--- src/rtl/spi_deserializer.sv ---
// spi_deserializer: oversampled SPI receive path, MSB-first words into a write-side FIFO
// Ports: clk/rst (async, active-high); sclk_in, mosi_in (and cs_n_in with
// SPI_DESER_CS_EN) serial inputs; clear flushes partial/held word and overflow;
// full is FIFO backpressure; write_en/write_data push a word; busy marks a
// partial word; overflow is sticky on a dropped word.
module spi_deserializer #(
  parameter int DATAWIDTH = 32,
  parameter int BITCOUNTERWIDTH = $clog2(DATAWIDTH) + 1,
  parameter int SYNC_STAGES = 2
) (
  input  logic                 clk,
  input  logic                 rst,
  input  logic                 sclk_in,
  input  logic                 mosi_in,
`ifdef SPI_DESER_CS_EN
  input  logic                 cs_n_in,
`endif
  input  logic                 clear,
  input  logic                 full,
  output logic                 write_en,
  output logic [DATAWIDTH-1:0] write_data,
  output logic                 busy,
  output logic                 overflow
);
  logic [SYNC_STAGES-1:0] sclk_sync, mosi_sync;
  logic sclk_d, cs_n_s, rise, last, done, hold_valid;
  logic [BITCOUNTERWIDTH-1:0] bit_counter;
  logic [DATAWIDTH-1:0] shift_reg, hold_reg;
  always_ff @(posedge clk or posedge rst)
    if (rst) begin
      sclk_sync <= '0;
      mosi_sync <= '0;
      sclk_d <= 1'b0;
    end else begin
      sclk_sync <= {sclk_sync[SYNC_STAGES-2:0], sclk_in};
      mosi_sync <= {mosi_sync[SYNC_STAGES-2:0], mosi_in};
      sclk_d <= sclk_sync[SYNC_STAGES-1];
    end
`ifdef SPI_DESER_CS_EN
  logic [SYNC_STAGES-1:0] cs_sync;
  always_ff @(posedge clk or posedge rst)
    if (rst) cs_sync <= '0;
    else cs_sync <= {cs_sync[SYNC_STAGES-2:0], cs_n_in};
  assign cs_n_s = cs_sync[SYNC_STAGES-1];
`else
  assign cs_n_s = 1'b0;
`endif
  assign rise = sclk_sync[SYNC_STAGES-1] & ~sclk_d & ~cs_n_s;
  assign last = bit_counter == BITCOUNTERWIDTH'(DATAWIDTH - 1);
  assign busy = bit_counter != '0;
  assign write_en = hold_valid & ~full;
  assign write_data = hold_reg;
  always_ff @(posedge clk or posedge rst)
    if (rst) begin
      bit_counter <= '0;
      shift_reg <= '0;
    end else if (clear || cs_n_s) begin
      bit_counter <= '0;
      shift_reg <= '0;
    end else if (rise) begin
      shift_reg <= {shift_reg[DATAWIDTH-2:0], mosi_sync[SYNC_STAGES-1]};
      bit_counter <= last ? '0 : bit_counter + 1'b1;
    end
  // done marks the completion cycle; shift_reg is stable then since the next
  // sclk rise is at least four cycles away
  always_ff @(posedge clk or posedge rst)
    if (rst) done <= 1'b0;
    else done <= ~clear & rise & last;
  always_ff @(posedge clk or posedge rst)
    if (rst) begin
      hold_reg <= '0;
      hold_valid <= 1'b0;
      overflow <= 1'b0;
    end else if (clear) begin
      hold_valid <= 1'b0;
      overflow <= 1'b0;
    end else if (done && hold_valid && !write_en) overflow <= 1'b1;
    else if (done) begin
      hold_reg <= shift_reg;
      hold_valid <= 1'b1;
    end else if (write_en) hold_valid <= 1'b0;
endmodule

--- config.mk ---
export PLATFORM = sky130hd
export DESIGN_NAME = spi_deserializer
export DESIGN_NICKNAME = d
export VERILOG_FILES = /design/src/rtl/spi_deserializer.sv
export SDC_FILE = /design/constraint.sdc
export NUM_CORES = 1
export LEC_CHECK = 0
export BUFFER_PORTS_ARGS = -buffer_cell sky130_fd_sc_hd__buf_2
export CORE_MARGIN = 5
export CORE_UTILIZATION = 30
export CTS_BUF_LIST = sky130_fd_sc_hd__clkbuf_16
export CTS_CLUSTER_DIAMETER = 100
export CTS_CLUSTER_SIZE = 25
export DETAILED_ROUTE_END_ITERATION = 7
export HOLD_SLACK_MARGIN = 0.05
export SLEW_MARGIN = 20
export SYNTH_ARGS = -nofsm -noshare
export SYNTH_HDL_FRONTEND = slang
export SYNTH_SLANG_ARGS = --single-unit
--- constraint.sdc ---
create_clock -name clk -period 4.9 [get_ports clk]
set_input_delay 0 -clock clk [delete_from_list [all_inputs] [get_ports clk]]
set_output_delay 0 -clock clk [all_outputs]
set_load 0.01 [all_outputs]
; ---- Yosys cells after proc, flatten, opt, wreduce, memory -nomap -nowiden
; Cells that the tools add are included.
[classes]
add_sub_neg = 1
multipliers = 0
div = 0
n_lt_le_gt_ge = 0
n_eq_ne = 2
shifts = 0
n_mux = 11
n_bitwise = 8
n_reduce_logical = 9
[ops]
columns = operator, count
row1 = two-way mux 32 bit, 2
row2 = two-way mux 6 bit, 3
row3 = "adder 6 x 1 -> 6 bit, second input constant", 1
row4 = "equality test 6 x 5 -> 1 bit, second input constant", 1
row5 = two-way mux 1 bit, 6
row6 = nonzero test 6 bit, 1
row7 = bitwise AND 1 bit, 4
row8 = NOT 1 bit, 4
row9 = nonzero test 2 bit, 2
row10 = AND reduction 3 bit, 1
row11 = nonzero test 3 bit, 1
row12 = logical AND 1 bit, 2
row13 = "!= test 2 bit, second input constant", 1
row14 = AND reduction 2 bit, 1
row15 = logical NOT 1 bit, 1
[word_totals]
register_bits = 78
latchBits = 0
ram_bits = 0
rom_bits = 0
inputBits = 6
wordCells = 40
n_memories = 0

; ---- Logic depth before layout (Yosys ltp)
; Gate-level depths: netlist of the first run.
[depth]
ltp_word = 6
ltp_mapped = 5

; ---- Worst setup path before layout of the first run
; OpenSTA, ideal clock, no wires.
[synth_path]
path_type = reg-to-reg
start = register bit_counter[0]
end = register bit_counter[5]
setup_ns = 0.078
arrival_time_ns = 1.232
required_ns = 4.822
slack_ns = 3.590
path_stages_with_launch = 4
n_path_buf = 0
period_less_slack_ns = 1.310
path_cell_list = dfrtp_1 -> ha_1 -> or4_1 -> a21oi_1
[synth_via]
elab_chain_len = 4
[synth_rtl]
columns = element, line
row1 = from (decl), 27  ; logic [BITCOUNTERWIDTH-1:0] bit_counter;
row2 = from (signal assigned), 62  ; bit_counter <= last ? '0 : bit_counter + 1'b1;
row3 = adder 6 x 1 -> 6 bit or equality test 6 x 5 -> 1 bit (tied branches), "62, 49"
row4 = two-way mux 6 bit (*), 62
row5 = two-way mux 6 bit (*), 60  ; end else if (rise) begin
row6 = two-way mux 6 bit (*), 57  ; end else if (clear || cs_n_s) begin
; Every way passes the cells marked *; elsewhere a longest branch is shown, timed or not. The select of a mux whose other input is x is not followed.
; A chain may end at the register's enable or synchronous reset.

; ---- Final worst setup path of the first run
[layout_path]
start = register hold_valid
end = register hold_reg[25], in the netlist write_data[25]
[layout_via]
elab_chain_len = 5
[layout_rtl]
columns = element, line
row1 = from (decl), 26  ; logic sclk_d, cs_n_s, rise, last, done, hold_valid;
row2 = from (signal assigned), 72  ; hold_valid <= 1'b0;
row3 = from (signal assigned), 75  ; hold_valid <= 1'b0;
row4 = from (signal assigned), 80  ; hold_valid <= 1'b1;
row5 = bitwise AND 1 bit, 51  ; assign write_en = hold_valid & ~full;
row6 = logical NOT 1 bit, 77  ; end else if (done && hold_valid && !write_en) overflow <= 1'b1;
row7 = logical AND 1 bit (*), 77
row8 = NOT 1 bit (no source line) (*), -
row9 = AND reduction 3 bit (no source line) (*), -
row10 = to (signal assigned), 79  ; hold_reg <= shift_reg;
row11 = to (decl), 28  ; logic [DATAWIDTH-1:0] shift_reg, hold_reg;
; Every way passes the cells marked *; elsewhere a longest branch is shown, timed or not.

==> flow_metrics.py, run 1 <==
metrics = {
    "floorplanning": {
        "start_util_pct": 30.97,
        "num_rows": 36,
        "die_h_um": 110.9,
        "io_pins": 41,
        "coreArea_um2": 9864,
        "dieWidth_um": 110.9,
        "die-area_um2": 12300,
    },
    "cells_and_area": {
        "final_area_um2": 3692,
        "multi_input_area_um2": 1016,
        "fin_nets": 315,
        "num_antenna_cells": 0,
        "layout-drive-gt1-share_pct": 29.17,
        "nFillCells": 969,
        "seq_area_um2": 1952,
        "area_growth_pct": 20.84,
        "final_cell_count_no_fill": 445,
    },
    "clock_network": {
        "numCtsBuffers": 9,
        "clk_path_buf_depth": 2,
        "cts_tree": "built",
        "h-tree-depth": 3,
        "clkLatencyLatePin_ns": 0.33,
        "cts-resized-gates": 0,
        "postCtsSetupRepairBufs": 0,
        "root_buffer": "clkbuf_16",
        "hold_buffers": 4,
        "clk_pin_slew_ns": 0.06,
        "clock-sinks": 78,
    },
    "setup_path": {
        "endpoint_kind": "register",
        "start_kind": "register",
        "arrival_ns": 1.72,
        "critical_path_required_ns": 5.11,
        "startpoint": "hold_valid",
        "r2r_start": "hold_valid",
        "crit_fanout": 32,
        "critical_path_class": "reg -> reg",
    },
    "synthesis": {
        "yosysWarnings": 0,
        "syn_nets": 272,
        "ys_types": 28,
        "syn_inst": 264,
        "syn_area_per_cell_um2": 11.57,
        "ys_ff_latch": 78,
        "yosysSeqAreaShare_pct": 63.88,
        "yosysTopAreaCell": "dfrtp_1",
        "synth.area.top_cells": "dfrtp_1 64%, mux2_2 11%, nand2_1 8.6%",
        "synth_area_um2": 3055,
        "netlist.area_leader.share_pct": 63.88,
    },
    "timing": {
        "worst_pin_slew_ns": 0.7838,
        "timing.setup.tns_ns": 0,
        "rsz0062_at_grt": "false",
        "min_period_over_period_pct": 30.85,
        "finalCriticalPeriod_ns": 1.512,
        "finalHoldViolations": 0,
        "hold_slack_ns": 0.2446,
        "setup_viol": 0,
        "max_freq_mhz": 661.6,
        "slew_violations": 0,
        "max-slew-margin-rel_pct": 47.75,
        "fin_ws_ns": 3.388,
        "skew_ns": 0.005065,
    },
    "hold_path": {
        "min_from": "clear",
        "min_path_type": "in -> reg",
    },
    "detailed_routing": {
        "routedWlPerCell_um": 13.09,
        "antenna_left": 0,
        "via_count": 1999,
        "drt-total-wl_um": 5825,
        "viasPerCell": 4.492,
        "first_pass_iters": 4,
        "drt_iter0_drc": 102,
        "drc_errors": 0,
    },
    "placement": {
        "dpl.hpwl_um": 3633,
        "place_ws_ns": 3.167,
        "placed_cell_area_um2": 3373,
        "placed_cells_incl_taps": 424,
        "place.gp.congestion": 0.7126,
        "portBuffers": 40,
    },
    "grt": {
        "gr-total-overflow": 0,
        "grt_pass1_wl_um": 10180,
        "grt_max_degree": 79,
        "grt_pass1_vias": 1987,
        "antenna_found_initial": 0,
        "grt_use_total_pct": 10.25,
    },
    "pwr": {
        "p_leak_nw": 1.804,
        "vdd_drop_max_v": 0.0002171,
        "powerDensity_nw_per_um2": 343.5,
    },
    "job": {
        "drv_cap": 0,
    },
    "run_status": {
        "outcome": "completed",
    },
}
-- synthesized netlist by cell type (all sizes together) --
cell type and instances:
or3 1, clkbuf 4, a31oi 1, nor4 1, nor2b 2, inv 4
o31ai 1, nand4b 1, xor2 1, nand2b 1, nor3 1, nand3b 3
or4 1, o311ai 1, dfrtp 78, o21ai 2, buf 12, nand2 70
nor2 3, ha 2, a21oi 37, mux2 32, nor3b 2, mux2i 1
nand3 2
-- where the power goes --
group | internal (mW) | leakage [nW] | switching [mW]
registers | 0.648 | 1.08 | 0.00296
clock network | 0.334 | 0.135 | 0.242
logic | 0.0107 | 0.591 | 0.0307
-- through the flow --
stage | util [%] | power [mW]
detailed placement | 34.20 | 0.7010
floorplan | - | 0.6890
finish | 37.43 | 1.268
CTS | 37.23 | 1.286
global route | 37.43 | 1.320
global placement | 34.20 | 0.7001
-- worst paths after layout --
kind | to | slack, ns | cells after the start
setup / recovery | write_data[25] | 3.39 | 3
hold / removal | overflow | 0.24 | 2
setup reg to reg | write_data[25] | 3.39 | 3
hold reg to reg | mosi_sync[1] | 0.35 | 0
max in group asynchronous | write_data[27] | 4.01 | 5
min in group asynchronous | write_data[10] | 0.30 | 4
-- per-layer routing --
metal,track usage [%],vias to the layer above,part of all wire [%]
met2,15.61,37,49
met4,4.351,0,1.3
met1,13.20,987,45
met5,0,-,0
li1,-,968,-
met3,3.657,7,4.7
-- layout make-up --
type	instances	share of cell area, %
well taps	133	4.507
multi-input cells	166	27.52
clock inverters	7	0.9149
inverters	4	0.4405
clock buffers	9	6.100
repair buffers	48	7.658
flip-flops and latches	78	52.86
-- cell usage in the layout, fill, tap and decap left out --
cell type      synthesis  final
nor2b_2                0      1
a21oi_1               37     37
clkinv_1               0      1
nand2_1               70     70
nand3_2                1      1
o31ai_1                1      1
nand3_1                1      1
or4_1                  1      1
nand3b_1               2      2
clkinv_2               0      4
dfrtp_1               78     78
o21ai_0                2      2
nand4b_1               1      1
ha_1                   2      2
a31oi_1                1      1
inv_1                  4      5
dlygate4sd3_1          0      4
nor2_1                 3      3
xor2_1                 1      1
nand3b_4               1      1
buf_12                 0      1
mux2i_1                1      1
nor3b_1                2      2
nor2b_1                2      1
clkinvlp_4             0      1
nor4_1                 1      1
buf_2                 12     40
o311ai_0               1      1
mux2_1                 2      2
nand2b_1               1      1
or3_1                  1      1
clkbuf_16              0      9
nor3_1                 1      1
mux2_2                30     30
buf_4                  0      3
-- logic make-up after synthesis --
| logic type | share of synthesized area, % |
|---|---|
| flops | 63.88 |
| fa+ha+maj | 0.8189 |
| buf+inv | 2.948 |
| xor+xnor | 0.2867 |
| simple gates | 12.82 |
| compound gates | 7.126 |
| mux | 12.12 |
-- worst max-delay path, cell delays in order, from the launching register on --
cell      delay [ns]
dfrtp_1         0.41
nand2_1         0.12
nand3b_4        0.38
mux2_1          0.46
No activity file was read; power rests on OpenSTA's default activity.
==> run 2, diff against run 1 <==
ABC_AREA = 1   (was default)
clock period = 1.31 ns   (was 4.9 ns; I/O delays follow)
==> flow_metrics.py, run 2 <==
metrics = {
    "clock_network": {
        "clkLatencyLatePin_ns": 0.32,
        "h-tree-depth": 3,
        "clk_path_buf_depth": 2,
        "numCtsBuffers": 9,
        "clock-sinks": 78,
        "cts_tree": "built",
        "root_buffer": "clkbuf_16",
        "clk_pin_slew_ns": 0.06,
    },
    "timing": {
        "rsz0062_at_grt": "true",
        "hold_slack_ns": 0.06163,
        "max_freq_mhz": 796.0,
        "finalCriticalPeriod_ns": 1.256,
        "finalHoldViolations": 0,
        "worst_pin_slew_ns": 0.4071,
        "setup_viol": 0,
        "timing.setup.tns_ns": 0,
        "min_period_over_period_pct": 95.90,
        "max-slew-margin-rel_pct": 72.86,
        "slew_violations": 0,
        "skew_ns": 0.003981,
    },
    "cells_and_area": {
        "final_common_cell": "dfrtp_1",
        "layout-drive-gt1-share_pct": 47.27,
        "num_antenna_cells": 0,
        "final_area_um2": 3998,
        "layout_common_cells": "77 x dfrtp_1, 40 x buf_2, 38 x inv_1",
        "nFillCells": 1097,
        "fin_nets": 333,
        "final_cell_count_no_fill": 470,
        "area_growth_pct": 20.16,
    },
    "floorplanning": {
        "die-area_um2": 13300,
        "io_pins": 41,
        "die_h_um": 115.3,
        "start_util_pct": 30.69,
        "dieWidth_um": 115.3,
        "coreArea_um2": 10840,
        "num_rows": 38,
    },
    "synthesis": {
        "synthArstFlopShare_pct": 100.0,
        "synth_area_um2": 3327,
        "yosysSeqAreaShare_pct": 58.67,
        "syn_nets": 282,
        "synth-edff-count": 0,
        "netlist.area_leader.share_pct": 58.67,
        "syn_area_per_cell_um2": 12.14,
        "synthFlopType": "dfrtp_1",
        "syn_inst": 274,
        "synth.area.top_cells": "dfrtp_1 59%, o21ai_2 8.4%, o22ai_2 7.9%",
        "yosysWarnings": 0,
        "ys_top_cells_by_count": "78 x dfrtp_1, 40 x inv_1, 32 x o21ai_2",
        "ys_ff_latch": 78,
        "synth.most_common_cell": "dfrtp_1",
        "yosysTopAreaCell": "dfrtp_1",
        "ys_types": 24,
    },
    "setup_path": {
        "start_kind": "register",
        "critical_path_required_ns": 1.57,
        "arrival_ns": 1.52,
        "slowest_stage": "dfrtp_1",
        "crit_chain": "buf_4, ha_1, nand3_4, nor2_2, nor2_2, nand3_1, nand2_1",
        "path_common_cell": "nor2_2",
        "endpoint_kind": "register",
        "critical_path_buf_inv_count": 1,
        "max_stage_delay_ns": 0.39,
        "critical_path_class": "reg -> reg",
        "crit_family": "simple AND/OR/NAND/NOR gates",
        "crit_fanout": 4,
    },
    "pwr": {
        "powerDensity_nw_per_um2": 1243,
        "vdd_drop_max_v": 0.0005841,
        "p_leak_nw": 1.786,
    },
    "grt": {
        "gr-max-usage-layer": "met2",
        "grt_pass1_vias": 2057,
        "gr-total-overflow": 0,
        "grt_use_met3_pct": 3.684,
        "grt_pass1_wl_um": 9942,
        "grt_use_total_pct": 9.437,
        "grtUsageMet1_pct": 12.00,
        "grt_max_degree": 79,
        "antenna_found_initial": 0,
        "use_met2_pct": 14.81,
    },
    "detailed_routing": {
        "via_count": 2021,
        "first_pass_iters": 4,
        "drc_errors": 0,
        "drt_iter0_drc": 95,
        "antenna_left": 0,
        "drt-total-wl_um": 5777,
        "routedWlPerCell_um": 12.29,
        "viasPerCell": 4.300,
    },
    "placement": {
        "dpl.hpwl_um": 3774,
        "placed_cell_area_um2": 3656,
        "placed_cells_incl_taps": 448,
        "place.gp.congestion": 0.6707,
        "portBuffers": 40,
    },
    "hold_path": {
        "min_path_type": "in -> reg",
    },
    "run_status": {
        "outcome": "completed",
    },
    "job": {
        "drv_cap": 0,
    },
}
## run 2: changes by cell type after synthesis, sizes merged, moves of 21 or more
cell	delta
inv	+38
a21oi	-37
o21ai	+37
mux2	-32
o22ai	+31
nand2	-21
## run 2: logic make-up after synthesis
| logic type | after synthesis | share of synthesized area [%] |
|---|---|---|
| adders and majority gates | 2 | 0.7520 |
| AOI/OAI and AO/OA | 71 | 19.48 |
| buffers and inverters | 55 | 9.026 |
| and+or+nand+nor | 67 | 11.81 |
| xor gates and xnor gates | 1 | 0.2633 |
| DFF | 78 | 58.67 |
## run 2: layout make-up
cell class	count	area (um2)	share of cell area, %
Inverter	42	163.9	4.100
Tap cell	140	175.2	4.382
Clock inverter	7	55.05	1.377
Sequential cell	78	1953	48.86
Clock buffer	9	225.2	5.634
Timing Repair Buffer	53	345.3	8.639
Multi-Input combinational cell	141	1080	27.01
## run 2: path summary, 6_finish.rpt
check                               start              to  slack (ns)  cells after the start
setup / recovery           bit_counter[0]  bit_counter[3]        0.05                      7
max in group asynchronous             rst  bit_counter[2]        0.65                      4
hold / removal                       full      hold_valid        0.06                      3
setup reg to reg           bit_counter[0]  bit_counter[3]        0.05                      7
min in group asynchronous             rst  write_data[17]        0.34                      4
hold reg to reg              sclk_sync[0]    sclk_sync[1]        0.35                      0
## run 2: worst reg2reg max path, stage by stage, from the launching register on
cell and delay [ns]:
dfrtp_1 0.39, buf_4 0.15, ha_1 0.24, nand3_4 0.10, nor2_2 0.04, nor2_2 0.12, nand3_1 0.08, nand2_1 0.07
## run 2: metrics by stage
step | power, mW | worst slack [ns] | utilization [%]
3_3_place_gp | 2.675 | 0.2063 | 33.73
3_5_place_dp | 2.678 | 0.1482 | 33.73
6_report | 4.968 | 0.05368 | 36.88
5_1_grt | 5.184 | -0.03523 | 36.88
2_1_floorplan | 2.625 | 0.2529 | -
4_1_cts | 5.050 | 0.01267 | 36.69
## run 2: what timing repair did
| item | in CTS | in global routing |
|---|---|---|
| cloned | 0 | 0 |
| buffers inserted | 0 | 2 |
| endpoints found under the setup margin | 1 | 1 |
| endpoints found under the hold margin | 84 | 0 |
| resized for setup | 1 | 2 |
| hold buffers | 4 | 0 |
## run 2: where the power goes
group          internal (mW)  switching [mW]  total (mW)
clock                   1.44           0.883        2.32
sequential              2.43          0.0118        2.44
combinational         0.0680           0.136       0.204
## run 2: layer usage
metal / vias to the layer above / wire length, um
li1: 1008 / -
met1: 978 / 2653
met2: 30 / 2706
met3: 5 / 365
met4: 0 / 51
met5: - / 0
==> run 3, diff against run 2 <==
CORE_UTILIZATION = 52   (was 30)
PLACE_DENSITY = 0.75   (was default)
==> flow_metrics.py, run 3 (synthesized netlist as in run 2, its figures left out) <==
metrics = {
    "run_status": {
        "outcome": "completed",
    },
    "clock_network": {
        "cts_tree": "built",
        "clk_path_buf_depth": 2,
        "numCtsBuffers": 9,
        "clk_pin_slew_ns": 0.06,
        "root_buffer": "clkbuf_16",
        "h-tree-depth": 3,
        "clkLatencyLatePin_ns": 0.33,
        "clock-sinks": 78,
    },
    "cells_and_area": {
        "seq_area_um2": 1953,
        "postLayoutCoreUtil_pct": 63.74,
        "multi_input_area_um2": 1075,
        "fin_nets": 334,
        "nFillCells": 482,
        "layout_common_cells": "77 x dfrtp_1, 40 x buf_2, 38 x inv_1",
        "layout-drive-gt1-share_pct": 48.34,
        "num_antenna_cells": 0,
        "area_growth_pct": 20.27,
        "final_common_cell": "dfrtp_1",
    },
    "timing": {
        "timing.setup.tns_ns": 0,
        "skew_ns": 0.005546,
        "setup_viol": 0,
        "rsz0062_at_grt": "false",
        "slew_violations": 0,
        "worst_pin_slew_ns": 0.3814,
        "min_period_over_period_pct": 92.45,
        "hold_slack_ns": 0.07165,
        "finalCriticalPeriod_ns": 1.211,
        "max-slew-margin-rel_pct": 74.52,
        "max_freq_mhz": 825.7,
        "finalHoldViolations": 0,
    },
    "job": {
        "drv_cap": 0,
    },
    "floorplanning": {
        "dieWidth_um": 89.99,
        "coreArea_um2": 6277,
        "io_pins": 41,
        "num_rows": 29,
        "die-area_um2": 8097,
        "die_h_um": 89.99,
        "start_util_pct": 53.00,
    },
    "setup_path": {
        "r2r_slack_ns": 0.1,
        "endpoint_kind": "register",
        "critical_path_required_ns": 1.57,
        "start_kind": "register",
        "slowest_stage": "dfrtp_1",
        "crit_chain": "ha_1, nand3_4, nor2_2, nor2_2, nand3_1, nand2_1",
        "arrival_ns": 1.47,
        "crit_fanout": 4,
        "path_common_cell": "nor2_2",
        "max_stage_delay_ns": 0.43,
        "critical_path_class": "reg -> reg",
    },
    "detailed_routing": {
        "via_count": 2063,
        "drc_errors": 0,
        "viasPerCell": 5.056,
        "routedWlPerCell_um": 13.65,
        "antenna_left": 0,
        "drt-total-wl_um": 5571,
        "first_pass_iters": 4,
        "drt_iter0_drc": 92,
    },
    "grt": {
        "grt_use_total_pct": 14.98,
        "gr-total-overflow": 0,
        "grt_pass1_vias": 2135,
        "grt_max_degree": 35,
        "grt_pass1_wl_um": 10050,
        "antenna_found_initial": 0,
    },
    "hold_path": {
        "min_path_type": "in -> reg",
    },
    "pwr": {
        "internal_power_mw": 4.178,
        "vdd_drop_max_v": 0.0007941,
        "combPwrFrac_pct": 4.1,
        "p_leak_nw": 1.820,
        "power_frac_clock_pct": 49.8,
        "switchingPower_mw": 1.111,
        "netSwitchingFraction_pct": 21.01,
        "share_seq_of_total_power_pct": 46.1,
        "powerDensity_nw_per_um2": 1322,
    },
    "placement": {
        "dpl.hpwl_um": 3676,
        "portBuffers": 40,
        "place.gp.congestion": 0.7193,
    },
}
## run 3: cell count changes in the layout (fill, tap and decap cells not counted)
cell	delta
buf_12	+3
nor3_1	+1
nor3_2	-1
bufinv_16	+1
inv_6	+1
clkinvlp_4	+2
clkinv_4	+1
clkinv_2	-1
buf_4	-2
clkinv_1	-4
## run 3: worst paths after layout
check                      cells after the start      startpoint             end
min reg2reg                                    0    mosi_sync[0]    mosi_sync[1]
max                                            6  bit_counter[0]  bit_counter[3]
min                                            3            full      hold_valid
min in group asynchronous                      3             rst   write_data[2]
max reg2reg                                    6  bit_counter[0]  bit_counter[3]
max in group asynchronous                      4             rst  bit_counter[2]
## run 3: timing repair
action	4_1_cts	5_1_grt
gates resized for setup	0	2
hold buffers	4	0
buffers inserted	0	1
hold endpoints to repair	84	0
endpoints found under the setup margin	0	1
## run 3: critical path: cells and delay by family, from the launching register on
family	cells	cell delay, ns
flops	1	0.43
fa+ha+maj	1	0.28
simple gates	5	0.44
## run 3: layout make-up
type / count / area share [%]
Sequential cell: 78 / 48.81
Inverter: 42 / 4.096
Clock buffer: 9 / 5.629
Timing Repair Buffer: 54 / 9.756
Clock inverter: 7 / 2.439
Multi-Input combinational cell: 141 / 26.86
Tap cell: 77 / 2.408
## run 3: through the flow
step / worst slack [ns] / total power [mW] / std cells / instance area, um2
after floorplan: 0.2529 / 2.625 / 274 / 3331
after global placement: 0.2008 / 2.685 / 387 / 3630
after detailed placement: 0.1216 / 2.690 / 387 / 3630
after CTS: 0.06382 / 5.354 / 407 / 3993
after global routing: 0.008414 / 5.495 / 408 / 4001
final: 0.09889 / 5.289 / 408 / 4001
## run 3: power by group through the flow
stage	combinational [mW]	sequential (mW)	clock, mW
floorplan	0.144	2.48	0
global placement	0.203	2.48	0
detailed placement	0.206	2.48	0
CTS	0.217	2.44	2.70
global route	0.242	2.44	2.81
finish	0.214	2.44	2.63
## run 3: per-layer routing
metal	wire length [um]	GRT usage, %
met1	2539	20.53
met2	2665	22.07
met3	297	4.925
met4	68	5.955
met5	0	0
